File: src/rtl/risc_core_mc.sv
// risc_core_mc -- small multi-cycle 8-bit-instruction RISC core.
//
// Each instruction takes a FETCH phase, which waits for imem_ack, and a
// single EXEC cycle. The EXEC cycle does the register write and updates pc.
// The register file is 4 x DW. Register r0 is an ordinary register and is
// writable.
//
// Ports:
//   clk        in   clock; all state changes on the rising edge
//   reset      in   asynchronous, active-high reset
//   run        in   leave IDLE and start fetching
//   imem_req   out  fetch request (registered), high only in FETCH
//   imem_addr  out  fetch address, always equal to pc
//   imem_ack   in   imem_data is valid this cycle (only looked at in FETCH)
//   imem_data  in   8-bit instruction
//   wb_valid   out  one-cycle pulse after an ADD/ADDI writeback
//   result     out  value written by the most recent writeback
//   halted     out  core has executed HALT
//   pc_out     out  current pc
//   dbg_rsel   in   debug register select
//   dbg_rdata  out  combinational read of r[dbg_rsel]
module risc_core_mc #(
  parameter int DW  = 8,
  parameter int PCW = 8
) (
  input  logic           clk,
  input  logic           reset,
  input  logic           run,
  output logic           imem_req,
  output logic [PCW-1:0] imem_addr,
  input  logic           imem_ack,
  input  logic [7:0]     imem_data,
  output logic           wb_valid,
  output logic [DW-1:0]  result,
  output logic           halted,
  output logic [PCW-1:0] pc_out,
  input  logic [1:0]     dbg_rsel,
  output logic [DW-1:0]  dbg_rdata
);

  localparam logic [1:0] S_IDLE  = 2'd0;
  localparam logic [1:0] S_FETCH = 2'd1;
  localparam logic [1:0] S_EXEC  = 2'd2;
  localparam logic [1:0] S_HALT  = 2'd3;

  logic [1:0]     state;
  logic [PCW-1:0] pc;
  logic [7:0]     ir;
  logic [DW-1:0]  rf [0:3];

  logic [DW-1:0]  src_a;
  logic [DW-1:0]  add_b;
  logic [DW-1:0]  alu_sum;
  logic [PCW-1:0] pc_inc;
  logic [PCW-1:0] beq_off;
  logic [PCW-1:0] jmpr_off;
  logic [PCW-1:0] pc_next;
  logic           br_taken;
  logic           is_wb;
  logic           is_halt;

  // Decode and execute the held instruction. All reads come from the
  // register file as it was before this EXEC edge, so a destination that is
  // also a source reads its old value.
  always_comb begin
    src_a    = rf[ir[3:2]];
    // ir[6] separates ADDI (zero-extended immediate) from ADD (register).
    add_b    = ir[6] ? DW'(ir[1:0]) : rf[ir[1:0]];
    alu_sum  = src_a + add_b;
    pc_inc   = pc + PCW'(1);
    beq_off  = PCW'($signed(ir[2:0]));
    jmpr_off = PCW'($signed(ir[3:0]));
    br_taken = (rf[ir[5:4]] == rf[{1'b0, ir[3]}]);
    is_wb    = ~ir[7];
    is_halt  = ir[7] & ir[6] & ir[5];
    pc_next  = pc_inc;
    case (ir[7:6])
      2'b10: begin
        if (br_taken) pc_next = pc_inc + beq_off;
      end
      2'b11: begin
        if (ir[5])      pc_next = pc;
        else if (ir[4]) pc_next = pc_inc + jmpr_off;
        else            pc_next = PCW'(ir[3:0]);
      end
      default: ;
    endcase
  end

  always_ff @(posedge clk or posedge reset) begin
    if (reset) begin
      state    <= S_IDLE;
      pc       <= '0;
      ir       <= '0;
      imem_req <= 1'b0;
      wb_valid <= 1'b0;
      result   <= '0;
      halted   <= 1'b0;
      for (int i = 0; i < 4; i++) rf[i] <= '0;
    end else begin
      wb_valid <= 1'b0;
      case (state)
        S_IDLE: begin
          if (run) begin
            state    <= S_FETCH;
            imem_req <= 1'b1;
          end
        end
        S_FETCH: begin
          // Request and address stay put until the acknowledging edge.
          if (imem_ack) begin
            ir       <= imem_data;
            state    <= S_EXEC;
            imem_req <= 1'b0;
          end
        end
        S_EXEC: begin
          pc <= pc_next;
          if (is_wb) begin
            rf[ir[5:4]] <= alu_sum;
            result      <= alu_sum;
            wb_valid    <= 1'b1;
          end
          if (is_halt) begin
            state  <= S_HALT;
            halted <= 1'b1;
          end else begin
            state    <= S_FETCH;
            imem_req <= 1'b1;
          end
        end
        default: ; // S_HALT: only reset leaves this state
      endcase
    end
  end

  assign imem_addr = pc;
  assign pc_out    = pc;
  assign dbg_rdata = rf[dbg_rsel];

endmodule

File: config.mk
export PLATFORM = sky130hd
export DESIGN_NAME = risc_core_mc
export DESIGN_NICKNAME = d
export VERILOG_FILES = /design/src/rtl/risc_core_mc.sv
export SDC_FILE = /design/constraint.sdc
export NUM_CORES = 1
export LEC_CHECK = 0
export ABC_CLOCK_PERIOD_IN_PS = 5840
export CAP_MARGIN = 20
export CORE_MARGIN = 10
export CORE_UTILIZATION = 60
export CTS_CLUSTER_SIZE = 40
export DETAILED_ROUTE_END_ITERATION = 7
export GPL_ROUTABILITY_DRIVEN = 1
export PLACE_DENSITY = 0.81
export SETUP_SLACK_MARGIN = 0.1
export SLEW_MARGIN = 30
export SYNTH_ARGS = -nofsm -noshare
export SYNTH_HDL_FRONTEND = slang
export SYNTH_SLANG_ARGS = --single-unit
export TNS_END_PERCENT = 30
File: constraint.sdc
create_clock -name clk -period 5.84 [get_ports clk]
set_input_delay 0.584 -clock clk [delete_from_list [all_inputs] [get_ports clk]]
set_output_delay 0.584 -clock clk [all_outputs]
set_load 0.05 [all_outputs]
# After elaboration in Yosys (flattened, before gate mapping)
# Index checks and enable logic that the tools add are counted.
[op_classes]
add_sub_neg = 4
n_lt_le_gt_ge = 6
eq_ne = 9
muxes = 33
bitwise = 8
reduce_logical = 9
[op_table]
columns = ["cell", "count"]
rows = [
  ["$mux 8", 15],
  ["$bmux 8 s2", 5],
  ["$bwmux 32", 1],
  ["$add 8x8->8", 3],
  ["$demux 8 s2", 1],
  ["$pmux 8 s2", 1],
  ["$ge 3x3->1 const B", 5],
  ["$not 2->3", 4],
  ["$add 8x1->8 const B", 1],
  ["$eq 8x8->1", 1],
  ["$ne 2x2->1 const B", 4],
  ["$reduce_and 2->1", 4],
  ["$eq 2x2->1 const B", 3],
  ["$mux 2", 3],
  ["$pmux 2 s3", 1],
  ["$mux 1", 5],
  ["$reduce_and 4->1", 1],
  ["$lt 3x1->1 const B", 1],
  ["$not 1->3", 1],
  ["$pmux 1 s3", 1],
  ["$reduce_and 3->1", 1],
  ["$reduce_bool 3->1", 1],
  ["$and 1x1->1", 2],
  ["$eq 2x1->1 const B", 1],
  ["3 further kinds", 3],
]
[word_totals]
ff_bits = 61
input_bits = 14
word_cells = 80

# Longest topological paths before layout
# Gate-level depths: netlist of the first run.
[depth]
ltp_word = 7
ltp_mapped = 14
mapped_depth_nobuf = 13

# Worst setup path after synthesis of the first run
# No wires, ideal clock.
[synth_path]
path_kind = "register -> register"
start = "register ir[3]"
end = "register rf[23] (netlist name)"
setup_ns = 0.134
t_arrival_ns = 3.000
t_required_ns = 5.706
setup_slack_ns = 2.706
path_stages_with_launch = 12
path_buffers = 2
path_cell_list = "dfrtp_1 buf_2 buf_1 mux4_2 ha_1 a21o_1 a21oi_1 o21bai_1 a21oi_1 o21ai_0 xnor2_1 o21ai_0"
[synth_between]
elab_chain_cells = 6
[synth_rtl]
columns = ["element", "line", "text"]
rows = [
  ["from (decl)", "48", "logic [7:0] ir;"],
  ["from (signal assigned)", "112", "ir <= imem_data;"],
  ["$not 2->3 (implied by the code)", "66", "src_a = rf[ir[3:2]];"],
  ["$bmux 8 s2", "66", ""],
  ["$mux 8 (implied by the code) (2 in a row)", "66", ""],
  ["$add 8x8->8", "69", "alu_sum = src_a + add_b;"],
  ["$bwmux 32", "120", "rf[ir[5:4]] <= alu_sum;"],
  ["to (signal, indexed assignment)", "120", ""],
  ["to (decl)", "49", "logic [DW-1:0] rf [0:3];"],
]
# Every way passes these cells. The select of a mux whose other input is x is not followed.
# A chain may end at the register's enable or synchronous reset.

# Worst setup path in the final report of the first run
[layout_path]
start = "register ir[3]"
end = "register result[6]"
[layout_between]
elab_chain_cells = 5
[layout_rtl]
columns = ["element", "line", "text"]
rows = [
  ["$not 2->3 (implied by the code)", "66", ""],
  ["$bmux 8 s2", "66", ""],
  ["$mux 8 (implied by the code) (2 in a row)", "66", ""],
  ["$add 8x8->8", "69", ""],
  ["to (signal assigned)", "121", "result <= alu_sum;"],
  ["to (decl)", "34", "output logic [DW-1:0] result,"],
]
# Every way passes these cells. The select of a mux whose other input is x is not followed.

==> results of run 1 <==
==> cell type report <==
class	count	area share (%)
multi-input cells	323	52.38
flip-flops and latches	61	29.76
repair buffers	50	9.661
clock buffers	12	3.025
well taps	99	2.415
inverters	19	1.391
clock inverters	4	1.366
==> registers in the layout, indices dropped and copies added, names as in the netlist <==
signal	count
halted	1
imem_addr	8
imem_req	1
ir	8
result	8
rf	32
state	2
wb_valid	1
==> power by group through the flow <==
stage / Combinational (mW) / Sequential (mW) / Clock (mW)
6_report: 1.85 / 0.798 / 0.432
5_1_grt: 2.02 / 0.831 / 0.458
4_1_cts: 1.84 / 0.795 / 0.439
3_5_place_dp: 1.82 / 0.804 / 0
3_3_place_gp: 1.77 / 0.792 / 0
2_1_floorplan: 1.44 / 0.799 / 0
==> worst max-delay path, cell delays in order, from the launching register on <==
cell and delay (ns):
dfrtp_1 0.66, buf_4 0.33, mux4_2 0.52, ha_1 0.26, inv_1 0.08, fa_1 0.20, inv_1 0.05, a21oi_1 0.17
o21bai_1 0.12, a21o_1 0.20, a21oi_1 0.18, xor2_1 0.35, o21ai_0 0.13
==> kinds of logic (layout without fill, tap and decap cells) <==
group | after synthesis | after routing
AND/OR/NAND/NOR | 109 | 109
AO/OA/AOI/OAI | 95 | 95
flip-flops | 61 | 61
multiplexers | 60 | 60
buffers and inverters | 49 | 85
XOR/XNOR | 32 | 32
adder cells (fa/ha/maj) | 27 | 27
==> per-layer routing <==
layer | track usage [%] | up-vias | wire, um
li1 | - | 1631 | -
met1 | 25.70 | 1725 | 4465
met2 | 31.01 | 129 | 5206
met3 | 6.280 | 25 | 838
met4 | 6.480 | 0 | 221
met5 | 0 | - | 0
==> how the worst min path moves through the flow <==
stage / slack (ns) / cells after the start / to
floorplan: 0.49 / 2 / rf[10]
global placement: 0.45 / 1 / halted
detailed placement: 0.46 / 1 / halted
CTS: 0.47 / 1 / halted
global route: 0.53 / 2 / result[1]
finish: 0.47 / 1 / halted
==> cell usage after synthesis (all sizes together), types with 2 or more instances <==
| library cell | instances |
|---|---|
| and2 | 7 |
| a31oi | 5 |
| nand3 | 10 |
| mux2i | 16 |
| nor3 | 2 |
| mux4 | 30 |
| clkbuf | 12 |
| ha | 25 |
| nand4 | 3 |
| or3 | 4 |
| nand2b | 2 |
| xor2 | 8 |
| a21oi | 19 |
| nor4 | 2 |
| o21bai | 5 |
| mux2 | 14 |
| o211ai | 3 |
| inv | 19 |
| nor2 | 20 |
| a22oi | 2 |
| a21o | 5 |
| dfrtp | 61 |
| xnor2 | 24 |
| a221oi | 3 |
| buf | 18 |
| o21ai | 44 |
| fa | 2 |
| a211oi | 2 |
| a41oi | 2 |
| nand2 | 56 |
==> stage by stage <==
step | total power [mW] | area (um2)
after floorplan | 2.240 | 4451
after global placement | 2.564 | 4903
after detailed placement | 2.628 | 4903
after CTS | 3.075 | 5129
after global routing | 3.310 | 5129
final | 3.077 | 5129
==> flow_metrics.tcl, run 1 <==
set metrics [dict create \
    r2r_end "result[6]" \
    area_growth_pct 15.24 \
    timing.setup.tns_ns 0 \
    placedCellCount 552 \
    clockRootBuffer "clkbuf_8" \
    yosysUniqueCellTypes 43 \
    die_h_um 106.1 \
    tightest_slew_ns 0.9156 \
    vias 3510 \
    grt_max_degree 62 \
    rr_startpoint "ir[3]" \
    syn-cell-area_um2 4451 \
    final-seq-area_um2 1526 \
    min_from "halted" \
    cp.required_ns 6.04 \
    ys_ff_latch 61 \
    clock_skew_ns 0.005221 \
    async_flop_share_pct 100.0 \
    pwr-share-clk_pct 14.0 \
    crit_arrival_ns 3.62 \
    final_nets 505 \
    end_kind "flop" \
    final_common_cell "dfrtp_1" \
    wl_per_cell_um 18.89 \
    synth-xor-area-share_pct 6.297 \
    maxSlewViolCount 0 \
    initial_utilization_pct 61.69 \
    min_period_ns 3.424 \
    cap_violations 0 \
    p_sw_mw 1.489 \
    via_per_inst 6.180 \
    cts_buffers 9 \
    ios 49 \
    gp_congestion 0.8439 \
    yosysWarnings 0 \
    htreeDepth 3 \
    mostFrequentLayoutCells "dfrtp_1 (61), nand2_1 (56), clkdlybuf4s50_1 (48), o21ai_0 (44), mux4_2 (30)" \
    p_comb_share_pct 60.0 \
    rows 31 \
    antenna_left 0 \
    grt-ovfl-total 0 \
    rr_worst_depth 12 \
    multiInputGateArea_um2 2686 \
    clock_latency_ns 0.35 \
    fmax_ghz 0.2920 \
    final_cells 568 \
    portBuffers 48 \
    setup_ws_ns 2.416 \
    antenna_found_initial 0 \
    hold_slack_ns 0.4744 \
    place_hpwl_um 7592 \
    syn_nets 474 \
    power_density_nw_per_um2 599.9 \
    cts_resized 0 \
    pre_cts_ws_ns 2.440 \
    synth-simple-area-share_pct 11.25 \
    ys_top_cells_by_area "dfrtp_1 (34%), mux4_2 (15%), ha_1 (7.0%), o21ai_0 (4.9%), nand2_1 (4.7%)" \
    synthAdderAreaFrac_pct 7.928 \
    min_period_over_period_pct 58.63 \
    synth_top_family_by_area "multiplexers" \
    synth_top_area_share_pct 34.30 \
    hold_buffers 0 \
    final_util_pct 71.09 \
    maxSlewHeadroom_pct 38.96 \
    grt_pass1_wl_um 18110 \
    track_usage_pct 19.85 \
    setup-violations-final 0 \
    cts_tree "yes" \
    path_class "flop to flop" \
    ctsLongestPathBuffers 2 \
    syn_inst 433 \
    cellInternalPower_mw 1.587 \
    post-cts-setup-buffers 0 \
    fill_cells 552 \
    clock_sinks 61 \
    avgSynthCellArea_um2 10.28 \
    drc 0 \
    synth-main-ff-cell "dfrtp_1" \
    synth-compound-area-share_pct 12.57 \
    grt_pass1_vias 3491 \
    path_max_fanout 13 \
    die_area_um2 11260 \
    power.leakage_nw 2.199 \
    routed_wl_um 10730 \
    reg2reg_slack_ns 2.42 \
    synth_top_area_cell "dfrtp_1" \
    synth_edf_count 0 \
    rsz0062_at_grt "false" \
    worst_setup_path_start_kind "flop" \
    power_frac_seq_pct 25.9 \
    hold_viol_final 0 \
    diodes 0 \
    hold_path.class "flop to flop" \
    peakVddDrop_mv 0.3914 \
    layout-drive-gt1-share_pct 14.07 \
    swShare_pct 48.40 \
    core_um2 7214 \
    first_pass_iters 7 \
    status "finished clean" \
    cts.clk_slew.worst_paths_ns 0.07 \
    crit_end "result[6]" \
    die_w_um 106.1 \
    first_iter_violations 257 \
    worstSetupStartpoint "ir[3]" \
    ys_seq_area_share_pct 34.30 \
    synth_mux_area_share_pct 22.32 \
]
(Power assumes the default switching activity.)
==> run 2: changes to the inputs <==
ABC_CLOCK_PERIOD_IN_PS = 3500   (was 5840)
CORE_UTILIZATION = 57   (was 60)
PLACE_DENSITY = 0.78   (was 0.81)
clock period = 3.5 ns   (was 5.84 ns; I/O delays follow)
==> run 2 against run 1 <==
Largest power group unchanged. Setup slack worse by 2.1 ns. Critical path depth unchanged. Via count grew 2.6%. Non-clock buffer count increased by 11. Highest routed layer unchanged. Largest cell class unchanged. Global-route usage up 0.16 points. Final cell count up 2.1%.
==> flow_metrics.tcl, run 2 (synthesis gave the netlist of run 1 again) <==
set metrics [dict create \
    status "finished clean" \
    end_kind "flop" \
    grt-ovfl-total 0 \
    routed_wl_um 11330 \
    path_max_fanout 6 \
    pre_cts_ws_ns 0.3293 \
    rr_worst_depth 12 \
    cp.required_ns 3.70 \
    first_iter_violations 271 \
    portBuffers 48 \
    use_met2_pct 31.03 \
    track_usage_pct 20.01 \
    r2r_end "rf[23]" \
    die_h_um 108.4 \
    grtUsageMet3_pct 5.889 \
    cpMaxStageDelayCell "dfrtp_1" \
    min_period_ns 3.196 \
    drc 0 \
    post-cts-setup-buffers 0 \
    cts_resized 0 \
    antenna_left 0 \
    largest_reg_flops 32 \
    peakVddDrop_mv 0.5071 \
    setup_ws_ns 0.3044 \
    cts_buffers 9 \
    timing.setup.tns_ns 0 \
    maxSlewViolCount 0 \
    htreeDepth 3 \
    area_growth_pct 16.70 \
    grt_pass1_vias 3531 \
    cts.clk_slew.worst_paths_ns 0.07 \
    power_density_nw_per_um2 1018 \
    die_area_um2 11740 \
    final_common_cell "dfrtp_1" \
    max_stage_delay_ns 0.59 \
    min_period_over_period_pct 91.30 \
    place_hpwl_um 8136 \
    grt_max_degree 46 \
    cp_cell_sequence "mux2_2, o21ai_0, o31a_1, inv_1, ha_1, a21o_1, a21oi_1, o21bai_1, a21oi_1, o21ai_0, xnor2_1, o21ai_0" \
    grt_pass1_wl_um 18510 \
    final_nets 516 \
    hold_path.class "input port to asynchronous set/reset pin" \
    path_class "flop to flop" \
    hold_viol_final 0 \
    via_per_inst 6.212 \
    vias 3603 \
    maxSlewHeadroom_pct 46.42 \
    hold_buffers 0 \
    crit_arrival_ns 3.40 \
    gp_congestion 0.9076 \
    clock_skew_ns 0.01008 \
    final-seq-area_um2 1526 \
    grt-busiest-layer "met2" \
    first_pass_iters 4 \
    die_w_um 108.4 \
    reg2reg_slack_ns 0.30 \
    fmax_ghz 0.3129 \
    rr_startpoint "ir[0]" \
    ctsLongestPathBuffers 2 \
    power.leakage_nw 2.230 \
    layout-drive-gt1-share_pct 15.69 \
    tightest_slew_ns 0.8028 \
    fill_cells 574 \
    rows 32 \
    clock_latency_ns 0.34 \
    setup-violations-final 0 \
    initial_utilization_pct 58.20 \
    grtUsageMet1_pct 25.95 \
    clockRootBuffer "clkbuf_8" \
    cts_tree "yes" \
    ios 49 \
    rsz0062_at_grt "false" \
    crit_path_frequent_cell "o21ai_0" \
    worst_setup_path_start_kind "flop" \
    finalPower_mw 5.286 \
    top_register "rf" \
    final_util_pct 67.92 \
    cap_violations 0 \
    wl_per_cell_um 19.54 \
    clock_sinks 61 \
    antenna_found_initial 0 \
    multiInputGateArea_um2 2686 \
    diodes 0 \
    mostFrequentLayoutCells "dfrtp_1 (61), nand2_1 (56), clkdlybuf4s50_1 (48), o21ai_0 (44), mux4_2 (30)" \
    core_um2 7647 \
]
-- run 2: cell types whose count changed in the layout (fill, tap and decap cells not counted) --
cell	before	now
clkbuf_8	11	9
clkinv_2	2	1
inv_2	2	1
buf_4	2	13
clkinvlp_4	0	2
-- run 2: how the worst max path moves through the flow --
stage | depth (start not counted) | slack [ns] | to | from
global placement | 12 | 0.49 | rf[31] | ir[0]
CTS | 12 | 0.32 | rf[23] | ir[0]
finish | 12 | 0.30 | rf[23] | ir[0]
global route | 12 | 0.10 | rf[7] | ir[0]
floorplan | 11 | 0.37 | rf[23] | ir[3]
detailed placement | 12 | 0.33 | rf[23] | ir[0]
-- run 2: stage by stage --
| step | hold WS, ns | instances | cell area [um2] |
|---|---|---|---|
| floorplan | 0.4932 | 433 | 4451 |
| global placement | 0.4510 | 566 | 4990 |
| detailed placement | 0.4544 | 566 | 4990 |
| CTS | 0.4743 | 580 | 5192 |
| global route | 0.5136 | 580 | 5194 |
| finish | 0.4560 | 580 | 5194 |
-- run 2: final cells by class --
| class | count | share of cell area (%) |
|---|---|---|
| well taps | 102 | 2.457 |
| inverters | 19 | 1.397 |
| clock inverters | 4 | 1.445 |
| flip-flops and latches | 61 | 29.39 |
| clock buffers | 10 | 2.457 |
| multi-input cells | 323 | 51.72 |
| repair buffers | 61 | 11.13 |
-- run 2: worst max-delay path, delay by kind of cell (launching register included) --
kind / cells / cell delay (ns)
buf+inv: 1 / 0.06
mux: 1 / 0.38
xor+xnor: 1 / 0.34
flops: 1 / 0.59
compound gates: 8 / 1.44
fa+ha+maj: 1 / 0.26
-- run 2: where the power goes --
group	internal, mW	leakage, nW	total, mW	switching [mW]
registers	0.887	0.801	1.25	0.366
clock network	0.393	0.0945	0.669	0.276
logic	1.43	1.33	3.36	1.94
total	2.71	2.23	5.29	2.58
-- run 2: routing by layer --
metal	wire length (um)	part of all wire, %	vias to the layer above
met1	4804	42	1796
met3	929	8.2	23
met2	5375	47	141
li1	-	-	1643
met4	225	2.0	0
met5	0	0	-
==> run 3: changes to the inputs <==
ABC_AREA = 1   (was not set)
CORE_UTILIZATION = 58   (was 57)
REMOVE_ABC_BUFFERS = 1   (was not set)
==> run 3 against run 2 <==
Combinational power fell by 97%. Final cell count rose by 49%. Via count rose by 38%. Die area rose by 5.8%. Sequential share of layout area fell by 1.5 points. Hold slack got worse by 0.12 ns. First-iteration DRC count rose by 58%. Design area rose by 5.2%. Global-route usage rose by 1.7 points. Synthesized cell count rose by 67%. Sequential cell count did not move. Clock power fell by 16%. Critical path type unchanged. Largest cell class unchanged.
==> flow_metrics.tcl, run 3 <==
set metrics [dict create \
    power.leakage_nw 2.665 \
    pwr-share-clk_pct 41.5 \
    die_h_um 111.4 \
    worst_setup_path_start_kind "flop" \
    initial_utilization_pct 59.32 \
    power_density_nw_per_um2 247.6 \
    syn-cell-area_um2 4850 \
    final_util_pct 66.85 \
    rows 33 \
    clock_skew_ns 0.01012 \
    yosysWarnings 0 \
    synth_edf_count 0 \
    p_sw_mw 0.3484 \
    ys_seq_area_share_pct 31.48 \
    antenna_found_initial 0 \
    track_usage_pct 21.69 \
    diodes 0 \
    ios 49 \
    cts_resized 0 \
    p_comb_share_pct 6.4 \
    hold_buffers 0 \
    vias 4989 \
    hold_path.class "input port to asynchronous set/reset pin" \
    grt_pass1_vias 4574 \
    post-cts-setup-buffers 0 \
    ctsLongestPathBuffers 2 \
    crit_arrival_ns 3.28 \
    min_period_ns 3.083 \
    drc 0 \
    cts_tree "yes" \
    die_area_um2 12420 \
    worstSetupStartpoint "ir[1]" \
    place_hpwl_um 9928 \
    ys_top_cells_by_area "dfrtp_1 (31%), nand2_1 (16%), o21ai_0 (10%), ha_1 (6.4%), a21oi_1 (5.9%)" \
    rr_startpoint "ir[1]" \
    timing.setup.tns_ns 0 \
    antenna_left 0 \
    setup-violations-final 0 \
    wl_per_cell_um 16.04 \
    status "finished clean" \
    grt_max_degree 35 \
    synthTopCellsByCount "nand2_1 (202), o21ai_0 (99), inv_1 (74), dfrtp_1 (61), nor2_1 (58)" \
    yosysUniqueCellTypes 35 \
    cts.clk_slew.worst_paths_ns 0.08 \
    top_register "rf" \
    hold_viol_final 0 \
    first_iter_violations 428 \
    maxSlewHeadroom_pct 51.53 \
    die_w_um 111.4 \
    async_flop_share_pct 100.0 \
    grt-ovfl-total 0 \
    path_max_fanout 14 \
    synth_top_area_cell "dfrtp_1" \
    avgSynthCellArea_um2 6.689 \
    core_um2 8175 \
    clock_sinks 61 \
    finalPower_mw 1.353 \
    final_common_cell "nand2_1" \
    cts_buffers 9 \
    cellInternalPower_mw 1.005 \
    routed_wl_um 13880 \
    clock_latency_ns 0.35 \
    multiInputGateArea_um2 2823 \
    ys_ff_latch 61 \
    cap_violations 0 \
    maxSlewViolCount 0 \
    grt_pass1_wl_um 22700 \
    yosysMostFrequentCell "nand2_1" \
    fmax_ghz 0.3244 \
    min_period_over_period_pct 88.08 \
    first_pass_iters 5 \
    tightest_slew_ns 0.7250 \
    peakVddDrop_mv 0.2610 \
    fill_cells 741 \
    largest_reg_flops 32 \
    htreeDepth 3 \
    rsz0062_at_grt "false" \
    area_growth_pct 12.69 \
    portBuffers 48 \
    syn_inst 725 \
    clockRootBuffer "clkbuf_8" \
    path_class "flop to flop" \
    layout-drive-gt1-share_pct 5.000 \
    mostFrequentLayoutCells "nand2_1 (202), o21ai_0 (99), inv_1 (73), dfrtp_1 (61), nor2_1 (58)" \
    gp_congestion 0.9554 \
    end_kind "flop" \
    synth-main-ff-cell "dfrtp_1" \
    final_nets 797 \
    final-seq-area_um2 1526 \
    swShare_pct 25.74 \
    via_per_inst 5.768 \
    cp.required_ns 3.70 \
    synth_top_area_share_pct 31.48 \
    power_frac_seq_pct 52.1 \
]
[run 3: cell count changes after synthesis, moves of 30 or more]
cell | previous run | this run
nand2_1 | 56 | 202
a21oi_1 | 19 | 57
o21ai_0 | 44 | 99
nand3_1 | 9 | 42
inv_1 | 18 | 74
mux4_2 | 30 | 0
nor2_1 | 20 | 58
[run 3: worst max-delay path, cell delays in order, from the launching register on]
cell and delay [ns]:
dfrtp_1 0.67, clkinv_1 0.41, nor2_1 0.17, o21ai_0 0.09, a21oi_1 0.16, ha_1 0.29
a21oi_1 0.16, o21ai_0 0.17, a21oi_1 0.18, inv_1 0.05, a21oi_1 0.16, xor2_1 0.28
o21ai_0 0.12
[run 3: layout make-up]
| cell class | instances | share of cell area, % |
|---|---|---|
| multi-input combinational | 552 | 51.65 |
| tap | 105 | 2.404 |
| clock inverter | 4 | 0.4579 |
| sequential | 61 | 27.93 |
| clock buffer | 11 | 2.587 |
| inverter | 78 | 5.357 |
| timing repair buffer | 54 | 9.615 |
[run 3: logic make-up after synthesis]
kind of cell / synth area share, %
AO/OA/AOI/OAI: 22.14
XOR/XNOR: 2.528
adder cells (fa/ha/maj): 7.276
buffers and inverters: 10.32
flip-flops: 31.48
AND/OR/NAND/NOR: 26.26
[run 3: worst paths after layout]
kind	endpoint	cells after the start	slack (ns)
worst max-delay path	rf[14]	12	0.42
worst min-delay path	imem_addr[1]	2	0.34
worst max register to register	rf[14]	12	0.42
worst min register to register	halted	1	0.47
max in group asynchronous	rf[22]	3	2.50
min in group clk	halted	1	0.47
[run 3: metrics by stage]
| step | setup WS [ns] | cells | hold slack, ns | cell area (um2) |
|---|---|---|---|---|
| after floorplan | 0.5556 | 691 | 0.4750 | 4642 |
| after global placement | 0.6448 | 850 | 0.4542 | 5299 |
| after detailed placement | 0.5164 | 850 | 0.4574 | 5299 |
| after CTS | 0.4925 | 865 | 0.3452 | 5465 |
| after global routing | 0.1900 | 865 | 0.3821 | 5465 |
| final | 0.4170 | 865 | 0.3358 | 5465 |
[run 3: power by group through the flow]
stage | Clock, mW | Sequential (mW) | Combinational, mW
detailed placement | 0 | 0.718 | 0.0873
floorplan | 0 | 0.718 | 0.0459
global placement | 0 | 0.718 | 0.0863
global route | 0.591 | 0.704 | 0.0942
finish | 0.562 | 0.705 | 0.0866
CTS | 0.569 | 0.705 | 0.0875
[run 3: routing by layer]
layer	track usage, %	share of wire [%]	vias to the layer above
li1	-	-	2444
met1	28.18	43	2291
met2	33.80	46	218
met3	5.207	8.2	36
met4	8.912	2.9	0
met5	0	0	-
